## config.mk

```make
export PLATFORM = sky130hd
export DESIGN_NAME = iterative_divider
export DESIGN_NICKNAME = d
export VERILOG_FILES = /design/src/rtl/iterative_divider.sv
export SDC_FILE = /design/constraint.sdc
export NUM_CORES = 1
export LEC_CHECK = 0
export BUFFER_PORTS_ARGS = -buffer_cell sky130_fd_sc_hd__buf_2
export CAP_MARGIN = 20
export CORE_ASPECT_RATIO = 1.5
export CORE_MARGIN = 10
export CORE_UTILIZATION = 47
export DETAILED_ROUTE_END_ITERATION = 10
export PLACE_DENSITY = 0.68
export SLEW_MARGIN = 25
export SYNTH_ARGS = -nofsm -noshare
export SYNTH_HDL_FRONTEND = slang
export SYNTH_SLANG_ARGS = --single-unit
```

## constraint.sdc

```tcl
create_clock -name clk -period 3 [get_ports clk]
set_clock_uncertainty 0.2 [all_clocks]
set_input_delay 0.9 -clock clk [delete_from_list [all_inputs] [get_ports clk]]
set_output_delay 0.9 -clock clk [all_outputs]
set_load 0.02 [all_outputs]
```

## src/rtl/iterative_divider.sv

```systemverilog
// Radix-2 restoring 32-bit divider (DIV/DIVU/REM/REMU) with an IDLE/CALC/FIN FSM.
// Define DIVIDER_EARLY_OUT_EN to let divide-by-zero and signed overflow skip CALC.
module iterative_divider (
    input  logic        clk,
    input  logic        rstN,
    input  logic        req,
    output logic        ready,
    input  logic        signOp,
    input  logic        remOp,
    input  logic [31:0] op1,
    input  logic [31:0] op2,
    input  logic        flush,
    output logic        busy,
    output logic        done,
    output logic [31:0] result
);

    typedef enum logic [1:0] {StIdle, StCalc, StFin} state_t;

    state_t      state;
    logic [31:0] quot;
    logic [31:0] rem;
    logic [31:0] divisor;
    logic [5:0]  cnt;
    logic        rem_sel;
    logic        neg_q;
    logic        neg_r;

    logic [31:0] abs1;
    logic [31:0] abs2;
    logic        div_zero;
    logic [32:0] shifted;
    logic [33:0] diff;
    logic [31:0] q_fin;
    logic [31:0] r_fin;

    always_comb begin
        abs1     = (signOp && op1[31]) ? (32'd0 - op1) : op1;
        abs2     = (signOp && op2[31]) ? (32'd0 - op2) : op2;
        div_zero = (op2 == 32'd0);
        shifted  = {rem, quot[31]};
        diff     = {1'b0, shifted} - {2'b00, divisor};
        q_fin    = neg_q ? (32'd0 - quot) : quot;
        r_fin    = neg_r ? (32'd0 - rem) : rem;
    end

`ifdef DIVIDER_EARLY_OUT_EN
    logic overflow;
    assign overflow = signOp && (op1 == 32'h8000_0000) && (op2 == 32'hFFFF_FFFF);
`endif

    assign ready = (state == StIdle);
    assign busy  = ~ready;

    always_ff @(posedge clk) begin
        if (!rstN) begin
            state   <= StIdle;
            done    <= 1'b0;
            result  <= 32'd0;
            cnt     <= 6'd0;
            quot    <= 32'd0;
            rem     <= 32'd0;
            divisor <= 32'd0;
            rem_sel <= 1'b0;
            neg_q   <= 1'b0;
            neg_r   <= 1'b0;
        end else begin
            done <= 1'b0;
            if (flush) begin
                state <= StIdle;
            end else begin
                unique case (state)
                    StIdle: begin
                        if (req) begin
                            divisor <= abs2;
                            rem_sel <= remOp;
                            // Divide-by-zero keeps an all-ones quotient regardless of sign.
                            neg_q   <= signOp && (op1[31] ^ op2[31]) && !div_zero;
                            neg_r   <= signOp && op1[31];
                            quot    <= abs1;
                            rem     <= 32'd0;
                            cnt     <= 6'd32;
                            state   <= StCalc;
`ifdef DIVIDER_EARLY_OUT_EN
                            if (div_zero || overflow) begin
                                quot  <= div_zero ? 32'hFFFF_FFFF : 32'h8000_0000;
                                rem   <= div_zero ? abs1 : 32'd0;
                                cnt   <= 6'd0;
                                state <= StFin;
                            end
`endif
                        end
                    end
                    StCalc: begin
                        if (!diff[33]) begin
                            rem  <= diff[31:0];
                            quot <= {quot[30:0], 1'b1};
                        end else begin
                            rem  <= shifted[31:0];
                            quot <= {quot[30:0], 1'b0};
                        end
                        cnt <= cnt - 6'd1;
                        if (cnt == 6'd1) begin
                            state <= StFin;
                        end
                    end
                    StFin: begin
                        result <= rem_sel ? r_fin : q_fin;
                        done   <= 1'b1;
                        state  <= StIdle;
                    end
                    default: state <= StIdle;
                endcase
            end
        end
    end

endmodule
```

**After elaboration in Yosys (flattened, before gate mapping)**

Cells that the tools add are included.

- Bits in registers: 140

- $add $sub $neg: 6
- Eq/ne operators: 5
- Multiplexer cells: 17
- Bitwise operators: 4
- Reductions and logical operators: 13

Operators by type and width:

| cell | number |
|---|---|
| 32-bit two-way mux | 8 |
| 32-bit case mux with 2 select lines | 2 |
| 1-bit by 32-bit subtractor with 32-bit output, first input constant | 4 |
| 33-bit by 32-bit subtractor with 34-bit output | 1 |
| 32-bit zero test | 1 |
| 6-bit case mux with 2 select lines | 1 |
| 6-bit by 1-bit equality test with 1-bit output, second input constant | 1 |
| 6-bit two-way mux | 1 |
| 3-bit AND reduction | 2 |
| 6-bit by 1-bit subtractor with 6-bit output, second input constant | 1 |
| 1-bit logical AND | 4 |
| 2-bit two-way mux | 2 |
| 2-bit inequality test, second input constant | 2 |
| 2-bit case mux with 2 select lines | 1 |
| 2-bit AND reduction | 2 |
| 1-bit NOT | 3 |
| 2-bit by 1-bit equality test with 1-bit output, second input constant | 1 |
| 2-bit equality test, second input constant | 1 |
| 2-bit zero test | 1 |
| 1-bit two-way mux | 2 |
| 2-bit nonzero test | 1 |
| 2-bit OR reduction | 1 |
| 1-bit zero test | 1 |
| 1-bit XOR | 1 |

**Depth between registers and ports, before layout**

Gate-level depths: netlist of the first run.

- Depth after elaboration: 4
- Mapped depth: 13
- Mapped depth without buffers: 11

**Worst setup path before layout of the first run**

OpenSTA, ideal clock, no wires.

- Path kind: input-to-reg
- From: input op1[8]
- To: register quot[27]
- Setup time: 0.123 ns
- Arrival: 2.831 ns
- Data required time: 2.677 ns
- Setup slack: -0.154 ns
- Stages on the path: 8
- Buffers on the path: 0
- Path through: or4_1 > nor4_2 > nand4b_1 > nor3_1 > nor2_1 > xor2_1 > a221oi_1 > nor2b_1

- Longest elaborated chain between the ends: 4

Ends and longest elaborated chain:

| what | RTL line | text |
|---|---|---|
| from (decl) | 10 | `input logic [31:0] op1,` |
| 1-bit by 32-bit subtractor with 32-bit output | 38 | `abs1 = (signOp && op1[31]) ? (32'd0 - op1) : op1;` |
| 32-bit two-way mux | 38 |  |
| 32-bit two-way mux | 74 | `if (req) begin` |
| 32-bit case mux with 2 select lines | 72 | `unique case (state)` |
| to (signal assigned) | 80 | `quot <= abs1;` |
| to (signal assigned) | 97 | `quot <= {quot[30:0], 1'b1};` |
| to (signal assigned) | 100 | `quot <= {quot[30:0], 1'b0};` |
| to (decl) | 21 | `logic [31:0] quot;` |

Every way passes these cells. The select of a mux whose other input is x is not followed.
A chain may end at the register's enable or synchronous reset.

**Worst setup path after layout of the first run**

- From: register divisor[20]
- To: register rem[25]

- Longest elaborated chain between the ends: 3

Ends and longest elaborated chain:

| what | RTL line | text |
|---|---|---|
| from (decl) | 23 | `logic [31:0] divisor;` |
| from (signal assigned) | 75 | `divisor <= abs2;` |
| 33-bit by 32-bit subtractor with 34-bit output | 42 | `diff = {1'b0, shifted} - {2'b00, divisor};` |
| 32-bit two-way mux | 95 | `if (!diff[33]) begin` |
| 32-bit case mux with 2 select lines | 72 |  |
| to (signal assigned) | 96 | `rem <= diff[31:0];` |
| to (signal assigned) | 99 | `rem <= shifted[31:0];` |
| to (decl) | 22 | `logic [31:0] rem;` |

Every way passes these cells.

==> results list, run 1 <==
- Power spent charging and discharging nets: 1.68 mW
* Final max-slew violation count: 0
- Number of hold-repair buffers added at the cts stage: 0
* RSZ-0062 raised after global routing: true
* Largest net degree at the start of global routing: between 90 and 100
- From synthesis to final layout, the design area changed by 28.7%.
* ANT nets after route: 0
- Basic-gate share of the synthesized area counting and, or, nand and nor cells: 21.6%
- Total number of H-tree levels: 4
- Netlist cell types: 75
- Total of endpoints with negative setup slack in the final report: 0
- Worst ir drop on vdd: 0.453 mV
- The worst setup path is launched from a flip-flop.
- Number of cells produced by synthesis: ~1300
- Of all nets on the critical path, the largest fanout is 13.
* Maximum clock insertion buffer count: 2
- Total GRT Usage: 23.4%
* XOR/XNOR Fraction of Synth Area: a little under an eighth
* Initial standard-cell utilization of the core: 47.6%
- Flop and latch count out of synthesis: 140
* Internal power: 3.90 mW
* Clk_lat worst skew: approximately 0.44 ns
* Critical path class: flip-flop to flip-flop
- Clock root cell: sky130_fd_sc_hd__clkbuf_16
* Clock Sinks: 140
* Max Cap Violations: 0
- TritonCTS clock tree: yes
- Using the TritonRoute via totals, the vias-per-cell ratio works out to just under 6.
- Fraction of power consumed by sequential logic: 36.2%
* Synth warnings: 0
- Core Region: 21600 µm²
- Required @ worst endpoint: 3.17 ns
* Initial antenna violation count: 0
- After clock tree synthesis, the clock-pin slew on the worst setup and hold paths is 0.06 ns.
* Placement Rows: 66
* Power density over cell area: 420 nW/µm²
* Hold/Removal Path Class: flip-flop to flip-flop
- Crit end category: flip-flop
- Main combinational cell family by area after synthesis: compound AO/OA/AOI/OAI gates
- The number of global-route vias before repair came to 10500.
- Measured along the y axis, the die boundary spans 201 µm.
* Transition time of the tightest slew-check pin: 0.885 ns
* Die Area: 28400 µm²
- Headroom to the max-slew limit came out at 40.9%.
* Final Net Count: 1675
- Net switching is 30.2% of the power.
- The clock period could shrink to just under 3 ns.
- In the post-route analysis, the smallest setup slack over all paths is 0.0541 ns.
* Largest cells by area after synthesis: sky130_fd_sc_hd__dfxtp_1 (27%), sky130_fd_sc_hd__xor2_1 (6.9%), sky130_fd_sc_hd__nand2_1 (5.9%), sky130_fd_sc_hd__xnor2_1 (4.8%), sky130_fd_sc_hd__o21ai_0 (4.8%)
- N_diodes: 0
- R2r worst-path depth: 11
- After detailed routing, the number of remaining DRC violations is 0.
- After Yosys synthesis, full adders, half adders and majority gates account for between 4 and 5% of the synthesized area.
- Mux cell area share after synthesis: 2.04%
* Final period util: about 98%
* Horiz. Die Dim: roughly 140 µm
- Via count: 10800
- Number of violations reported at the end of detailed-routing iteration 0: 620
- Clk network pwr share: 40.5%
* Global route total overflow: 0
* Number of top-level pins: 105
- When the netlist entered floorplanning its net count stood at 1442.
* Fraction of the yosys area taken by sequential cells: 27.2%
- Share of layout cells above drive strength 1: 25.5%
- Routability Congestion: 0.957
- STA puts the critical path data arrival time at 3.12 ns.
* HPWL reported at the end of detailed placement: 27.5 mm
- Total length of routed wires: 34.5 mm
- Of the post-synthesis cell area, the dominant cell type holds 27.2%.
- In this run the cell area of the synthesized design comes to 10300 µm².
* Async set or reset register ratio after synthesis: 0%
- Hold depth: 2
* WL per Instance: 18.6 µm
* Main synth FF type: sky130_fd_sc_hd__dfxtp_1
* Number of CTS-inserted buffers: 17
- Synth Area in Compound Gates: between 20 and 30%
* Final hold violation count: 0
- Before antenna repair, the detailed router went through 5 iterations.
- Yosys mapped a number of flops with a built-in enable equal to 0.
- Timing-limited maximum frequency: 339 MHz
- Outcome: completed
- Across all hold checks on the routed design, the worst slack comes to 0.258 ns.
- The layout has slightly below 2000 filler cells.
* Syn avg cell area: 7.73 µm²
* Post-Place Worst Slack: -0.288 ns
* Wire length of the first global-routing pass: about 54 mm
- During placement, the flow inserted port buffers numbering approximately 100.
- LEAKAGE: between 5 and 6 nW
- In this run, the combinational gates consume 23.3% of the power.
- The largest total area in the synthesized netlist belongs to sky130_fd_sc_hd__dfxtp_1.
metrics by stage:
| stage | util (%) | power [mW] | setup TNS (ns) | instance area (µm²) | std cells |
|---|---|---|---|---|---|
| 6_report | 61.3 | 5.58 | 0 | 13300 | 1851 |
| 5_1_grt | 61.3 | 5.80 | -0.164 | 13300 | 1851 |
| 4_1_cts | 60.4 | 5.57 | -0.0858 | 13100 | 1846 |
| 3_5_place_dp | 57.1 | 3.29 | -7.42 | 12400 | 1812 |
| 3_3_place_gp | 57.1 | 3.28 | -5.24 | 12400 | 1812 |
| 2_1_floorplan | - | 2.77 | -0.0940 | 10300 | 1333 |
final timing paths:
check | startpoint | to | slack [ns]
worst max-delay path | divisor[20] | rem[25] | 0.05
worst min-delay path | result[15] | result[15] | 0.26
worst max register to register | divisor[20] | rem[25] | 0.05
worst min register to register | result[15] | result[15] | 0.26
cells in the mapped netlist, types with 4 or more instances:
master and count:
sky130_fd_sc_hd__or4_4 4, sky130_fd_sc_hd__a31oi_1 11, sky130_fd_sc_hd__xor2_1 81, sky130_fd_sc_hd__or4_1 10, sky130_fd_sc_hd__a22o_1 5, sky130_fd_sc_hd__and3_1 16, sky130_fd_sc_hd__nor2_1 76, sky130_fd_sc_hd__nor3_1 22
sky130_fd_sc_hd__o211ai_1 29, sky130_fd_sc_hd__dfxtp_1 140, sky130_fd_sc_hd__ha_1 38, sky130_fd_sc_hd__nand4_1 10, sky130_fd_sc_hd__inv_1 56, sky130_fd_sc_hd__o2111ai_1 4, sky130_fd_sc_hd__o221ai_1 7, sky130_fd_sc_hd__nand2_1 163
sky130_fd_sc_hd__a21oi_1 90, sky130_fd_sc_hd__xnor2_1 57, sky130_fd_sc_hd__buf_1 4, sky130_fd_sc_hd__o31ai_1 31, sky130_fd_sc_hd__nand3_1 36, sky130_fd_sc_hd__nand3b_1 5, sky130_fd_sc_hd__nand2b_1 9, sky130_fd_sc_hd__o21ai_1 8
sky130_fd_sc_hd__clkbuf_1 73, sky130_fd_sc_hd__nor3b_1 5, sky130_fd_sc_hd__a21boi_0 24, sky130_fd_sc_hd__o211a_1 27, sky130_fd_sc_hd__and2_1 12, sky130_fd_sc_hd__o21ai_0 98, sky130_fd_sc_hd__nor4_1 6, sky130_fd_sc_hd__a21o_1 10
sky130_fd_sc_hd__a211oi_1 17, sky130_fd_sc_hd__nor2b_1 25, sky130_fd_sc_hd__mux2i_1 21, sky130_fd_sc_hd__buf_2 4, sky130_fd_sc_hd__o31a_1 4, sky130_fd_sc_hd__a32oi_1 12, sky130_fd_sc_hd__o41ai_1 13, sky130_fd_sc_hd__o21a_1 7
sky130_fd_sc_hd__a221oi_1 4, sky130_fd_sc_hd__or3_1 10
logic make-up (layout without fill, tap and decap cells):
kind of cell,after synthesis,count (layout)
AOI/OAI and AO/OA,422,422
buffers and inverters,138,384
DFF,140,140
xor gates and xnor gates,138,138
adders and majority gates,39,39
and+or+nand+nor,435,435
muxes,21,21
layer usage:
| layer | track usage (%) | vias to the layer above | part of all wire [%] |
|---|---|---|---|
| met5 | 0 | - | 0 |
| met4 | 13.5 | 0 | 5.4 |
| met3 | 3.42 | 89 | 3.5 |
| met2 | 43.8 | 291 | 53 |
| met1 | 23.8 | 5088 | 38 |
| li1 | - | 5293 | - |
registers in the layout, summed over array words and instances (netlist names):
register / count
rem_sel: 1
neg_q: 1
rem: 32
result: 32
cnt: 6
done: 1
divisor: 32
state: 2
neg_r: 1
quot: 32
power by group through the flow:
stage	Combinational (mW)	Clock, mW	Sequential (mW)
floorplan	0.747	0	2.02
global placement	1.23	0	2.05
detailed placement	1.24	0	2.06
CTS	1.26	2.29	2.02
global route	1.42	2.35	2.02
finish	1.30	2.26	2.02
repair_timing:
item,4_1_cts,5_1_grt
cloned,0,0
pin swaps,0,12
setup endpoints to repair,30,33
setup buffers,2,5
resized for setup,18,42
worst max-delay path, stage by stage, from the launching register on:
cell and delay, ns:
sky130_fd_sc_hd__dfxtp_1 0.33, sky130_fd_sc_hd__inv_1 0.08, sky130_fd_sc_hd__ha_1 0.35, sky130_fd_sc_hd__nand2_1 0.08, sky130_fd_sc_hd__o21ai_1 0.33, sky130_fd_sc_hd__a2111oi_2 0.15
sky130_fd_sc_hd__a21oi_2 0.23, sky130_fd_sc_hd__nand2_1 0.17, sky130_fd_sc_hd__and3_4 0.23, sky130_fd_sc_hd__buf_12 0.14, sky130_fd_sc_hd__or4_1 0.50, sky130_fd_sc_hd__nand3_1 0.09
cells in the final DEF, fill, tap and decap left out, types with 11 or more instances in the layout:
master / synthesis / routed
sky130_fd_sc_hd__o211ai_1: 29 / 29
sky130_fd_sc_hd__o211a_1: 27 / 27
sky130_fd_sc_hd__a21boi_0: 24 / 24
sky130_fd_sc_hd__nor2_1: 76 / 74
sky130_fd_sc_hd__a211oi_1: 17 / 16
sky130_fd_sc_hd__buf_4: 0 / 185
sky130_fd_sc_hd__o21ai_0: 98 / 91
sky130_fd_sc_hd__nand3_1: 36 / 35
sky130_fd_sc_hd__clkbuf_16: 0 / 17
sky130_fd_sc_hd__a32oi_1: 12 / 12
sky130_fd_sc_hd__xor2_1: 81 / 81
sky130_fd_sc_hd__a31oi_1: 11 / 11
sky130_fd_sc_hd__inv_1: 56 / 55
sky130_fd_sc_hd__o41ai_1: 13 / 12
sky130_fd_sc_hd__nand2_1: 163 / 162
sky130_fd_sc_hd__nor2b_1: 25 / 23
sky130_fd_sc_hd__ha_1: 38 / 31
sky130_fd_sc_hd__o31ai_1: 31 / 29
sky130_fd_sc_hd__a21oi_1: 90 / 87
sky130_fd_sc_hd__nor3_1: 22 / 20
sky130_fd_sc_hd__o21ai_1: 8 / 13
sky130_fd_sc_hd__dfxtp_1: 140 / 129
sky130_fd_sc_hd__xnor2_1: 57 / 57
sky130_fd_sc_hd__and3_1: 16 / 15
sky130_fd_sc_hd__mux2i_1: 21 / 21
sky130_fd_sc_hd__buf_2: 4 / 104
sky130_fd_sc_hd__and2_1: 12 / 11
cell type report:
| type | count | area [µm²] | share of cell area (%) |
|---|---|---|---|
| multi-input cells | 1055 | 7230 | 54.5 |
| repair buffers | 296 | 2030 | 15.3 |
| well taps | 272 | 340 | 2.56 |
| clock buffers | 17 | 425 | 3.21 |
| clock inverters | 15 | 198 | 1.49 |
| inverters | 56 | 210 | 1.58 |
| flip-flops and latches | 140 | 2830 | 21.3 |
No activity file was read; power rests on OpenSTA's default activity.
==> run 2, diff against run 1 <==
--- a/config.mk
+++ b/config.mk
@@ -11,7 +11,7 @@
 export CORE_MARGIN = 10
 export CORE_UTILIZATION = 47
 export DETAILED_ROUTE_END_ITERATION = 10
-export PLACE_DENSITY = 0.68
+export PLACE_DENSITY = 0.66
 export SLEW_MARGIN = 25
 export SYNTH_ARGS = -nofsm -noshare
 export SYNTH_HDL_FRONTEND = slang
==> constraint.sdc (replaced) <==
create_clock -name clk -period 2.99 [get_ports clk]
set_clock_uncertainty 0.2 [all_clocks]
set_input_delay 0.897 -clock clk [delete_from_list [all_inputs] [get_ports clk]]
set_output_delay 0.897 -clock clk [all_outputs]
set_load 0.02 [all_outputs]
==> run 2 against run 1 <==
The flow now finishes with violations (negative setup slack). Clock power is essentially flat. Via count shrank 0.95%. Sequential power is essentially flat. Setup slack lost 0.11 ns. Highest routed layer unchanged.
==> results list, run 2 (synthesized netlist as in run 1, its figures left out) <==
- Outcome: complete, but fails checks
* Violated checks: negative setup slack
- The worst-case IR drop observed on VDD is approximately 0.39 mV.
- In the layout the commonest cells are sky130_fd_sc_hd__nand2_1 (162), sky130_fd_sc_hd__buf_4 (157), sky130_fd_sc_hd__dfxtp_1 (129), sky130_fd_sc_hd__buf_2 (104), sky130_fd_sc_hd__o21ai_0 (93).
- End-of-flow core utilization: 59.8%
- Number of hold-repair buffers added at the cts stage: 0
- Maximum clock insertion buffer count: 2
- In the final routed layout, each cell accounts on average for 18.7 µm.
- For this run, the top clock speed supported by timing is approximately 330 MHz.
- Via count: ~11000
- Wires add up to roughly 34 mm.
* First drt pass iteration count: 5
* Max Cap Violations: 0
- Measured in cells, the most critical reg-to-reg path has a length of 8.
- Relative max-transition margin: 44.9%
- Once detailed placement completed, the half-perimeter wirelength came to 26.9 mm.
- Hold timing on the final database bottoms out at a slack of 0.256 ns.
- Dividing total power by cell area gives a power density of 427 nW/µm².
- Clock Sinks: 140
- Hold-critical path endpoint: result[3]
- Required @ worst endpoint: a little over 3 ns
- LEAKAGE: 5.64 nW
- The worst path uses 102% of the clock period.
- Reg-to-reg startpoint: rem[3]
- Die Area: 28400 µm²
* Total of endpoints with negative setup slack in the final report: 1
- Critical path class: flip-flop to flip-flop
- TritonCTS built the clock tree.
- Using the TritonRoute via totals, the vias-per-cell ratio works out to 5.85.
- For this run, the total global-route usage over all layers was measured as between 20% and 30%.
- Number of CTS-inserted buffers: 17
- Worst R2R End: result[31]
- STA classifies the critical path startpoint as a flip-flop.
- The repair_antennas step left the layout with diodes totalling 0.
* Horiz. Die Dim: 141 µm
- Once routing completed, OpenROAD measured the worst setup slack at -0.0556 ns.
- Clock root cell: sky130_fd_sc_hd__clkbuf_16
* Fill count: 2006
* RSZ-0062 raised after global routing: true
- Entering global routing, the biggest net connects 63 pins.
- In the final layout, the share of cells above drive strength 1 is 23.8%.
- CTS built an H-tree with a depth of 4.
* ANT nets after route: 0
* Final hold violation count: 0
* Number of violations reported at the end of detailed-routing iteration 0: 657
- Synthesis-to-layout area growth: 25.6%
* Critical hold path startpoint: result[3]
* Highest net fanout along the worst path: 5
- Clk pin slew, worst setup/hold paths: 0.06 ns
- In the routed design, unresolved DRC markers number 0.
- Transition time of the tightest slew-check pin: 0.825 ns
* Most common cell after layout, fill and taps aside: sky130_fd_sc_hd__nand2_1
* Global route total overflow: 0
* Hold/Removal Path Class: flip-flop to flip-flop
- Placement Rows: 66
- Buffers placed on the I/O ports in this run total 104.
- Crit path time final: 3.05 ns
- STA classifies the critical path endpoint as a flip-flop.
- Setup slack on the worst reg-to-reg path comes out at -0.06 ns.
* Height of the die: between 200 and 250 µm
- Hold depth: 2
- Post-layout total power: 5.52 mW
- The initial utilization of the core area, before any placement, comes to 47.6%.
* Routability Congestion: 0.945
- Via count of the first global-routing pass: 10200
- Arrival time worst endpoint: 3.14 ns
- At the end of the flow, the number of nets in the layout was 1645.
* Wire length of the first global-routing pass: 52.7 mm
- The multi-input combinational cells in the finished layout cover a total of 7180 µm².
- Summing all flip-flop and latch instances after layout gives roughly 2800 µm².
- Initial antenna violation count: 0
- The final-report max-slew violation count was 0.
- The region available for standard cell placement spans 21600 µm².
- Number of top-level pins: 105
- The later pin in the worst-skew pair is clocked with a latency of 0.44 ns.
## run 2: cell types whose count changed in the layout (fill, tap and decap cells not counted), sizes merged
cell,delta
buf,-30
inv,+6
clkinvlp,-4
clkinv,-2
bufinv,-1
clkbuf,+1
## run 2: worst max-delay path: stages (launching register included)
cell                       delay (ns)
sky130_fd_sc_hd__dfxtp_2         0.34
sky130_fd_sc_hd__or4_4           0.55
sky130_fd_sc_hd__nor4_4          0.27
sky130_fd_sc_hd__buf_4           0.19
sky130_fd_sc_hd__nand4_4         0.10
sky130_fd_sc_hd__or4_4           0.59
sky130_fd_sc_hd__o31ai_4         0.21
sky130_fd_sc_hd__xor2_1          0.29
sky130_fd_sc_hd__o221ai_1        0.17
## run 2: through the flow
step / worst slack (ns) / area, µm² / std cells / TNS [ns]
5_1_grt: -0.0855 / 12900 / 1821 / -0.177
2_1_floorplan: -0.0881 / 10300 / 1333 / -0.108
3_5_place_dp: -0.267 / 12100 / 1784 / -6.27
3_3_place_gp: -0.249 / 12100 / 1784 / -5.30
6_report: -0.0556 / 12900 / 1821 / -0.0556
4_1_cts: 0.00944 / 12800 / 1816 / 0
## run 2: repair_timing
action                                  in CTS  in global routing
endpoints found under the setup margin      15                 29
pin swaps                                    2                 19
buffers inserted                             0                  5
resized for setup                           12                 41
## run 2: worst max-delay path by stage
stage | end | slack [ns] | depth (start not counted) | from
floorplan | quot[27] | -0.09 | 8 | op1[8]
global placement | quot[27] | -0.25 | 9 | op1[8]
finish | result[31] | -0.06 | 8 | rem[3]
global route | result[31] | -0.09 | 8 | rem[3]
detailed placement | quot[27] | -0.27 | 9 | op1[8]
CTS | rem[25] | 0.009 | 11 | divisor[3]
## run 2: area by class of cell
class,instances,area share (%)
Clock inverter,14,1.38
Timing Repair Buffer,266,13.8
Tap cell,272,2.63
Multi-Input combinational cell,1055,55.4
Inverter,56,1.62
Sequential cell,140,21.8
Clock buffer,18,3.39
## run 2: report_power, final
group | switching [mW] | leakage, nW | total [mW] | internal [mW]
clock network | 0.906 | 0.300 | 2.26 | 1.35
registers | 0.0823 | 1.14 | 2.02 | 1.94
logic | 0.709 | 4.20 | 1.24 | 0.536
total | 1.70 | 5.64 | 5.52 | 3.83
## run 2: routing by layer
| layer | global-route usage [%] | wire (µm) |
|---|---|---|
| met3 | 3.79 | 1400 |
| met5 | 0 | 0 |
| met1 | 23.7 | 12900 |
| met2 | 41.3 | 17500 |
| met4 | 15.3 | 2190 |
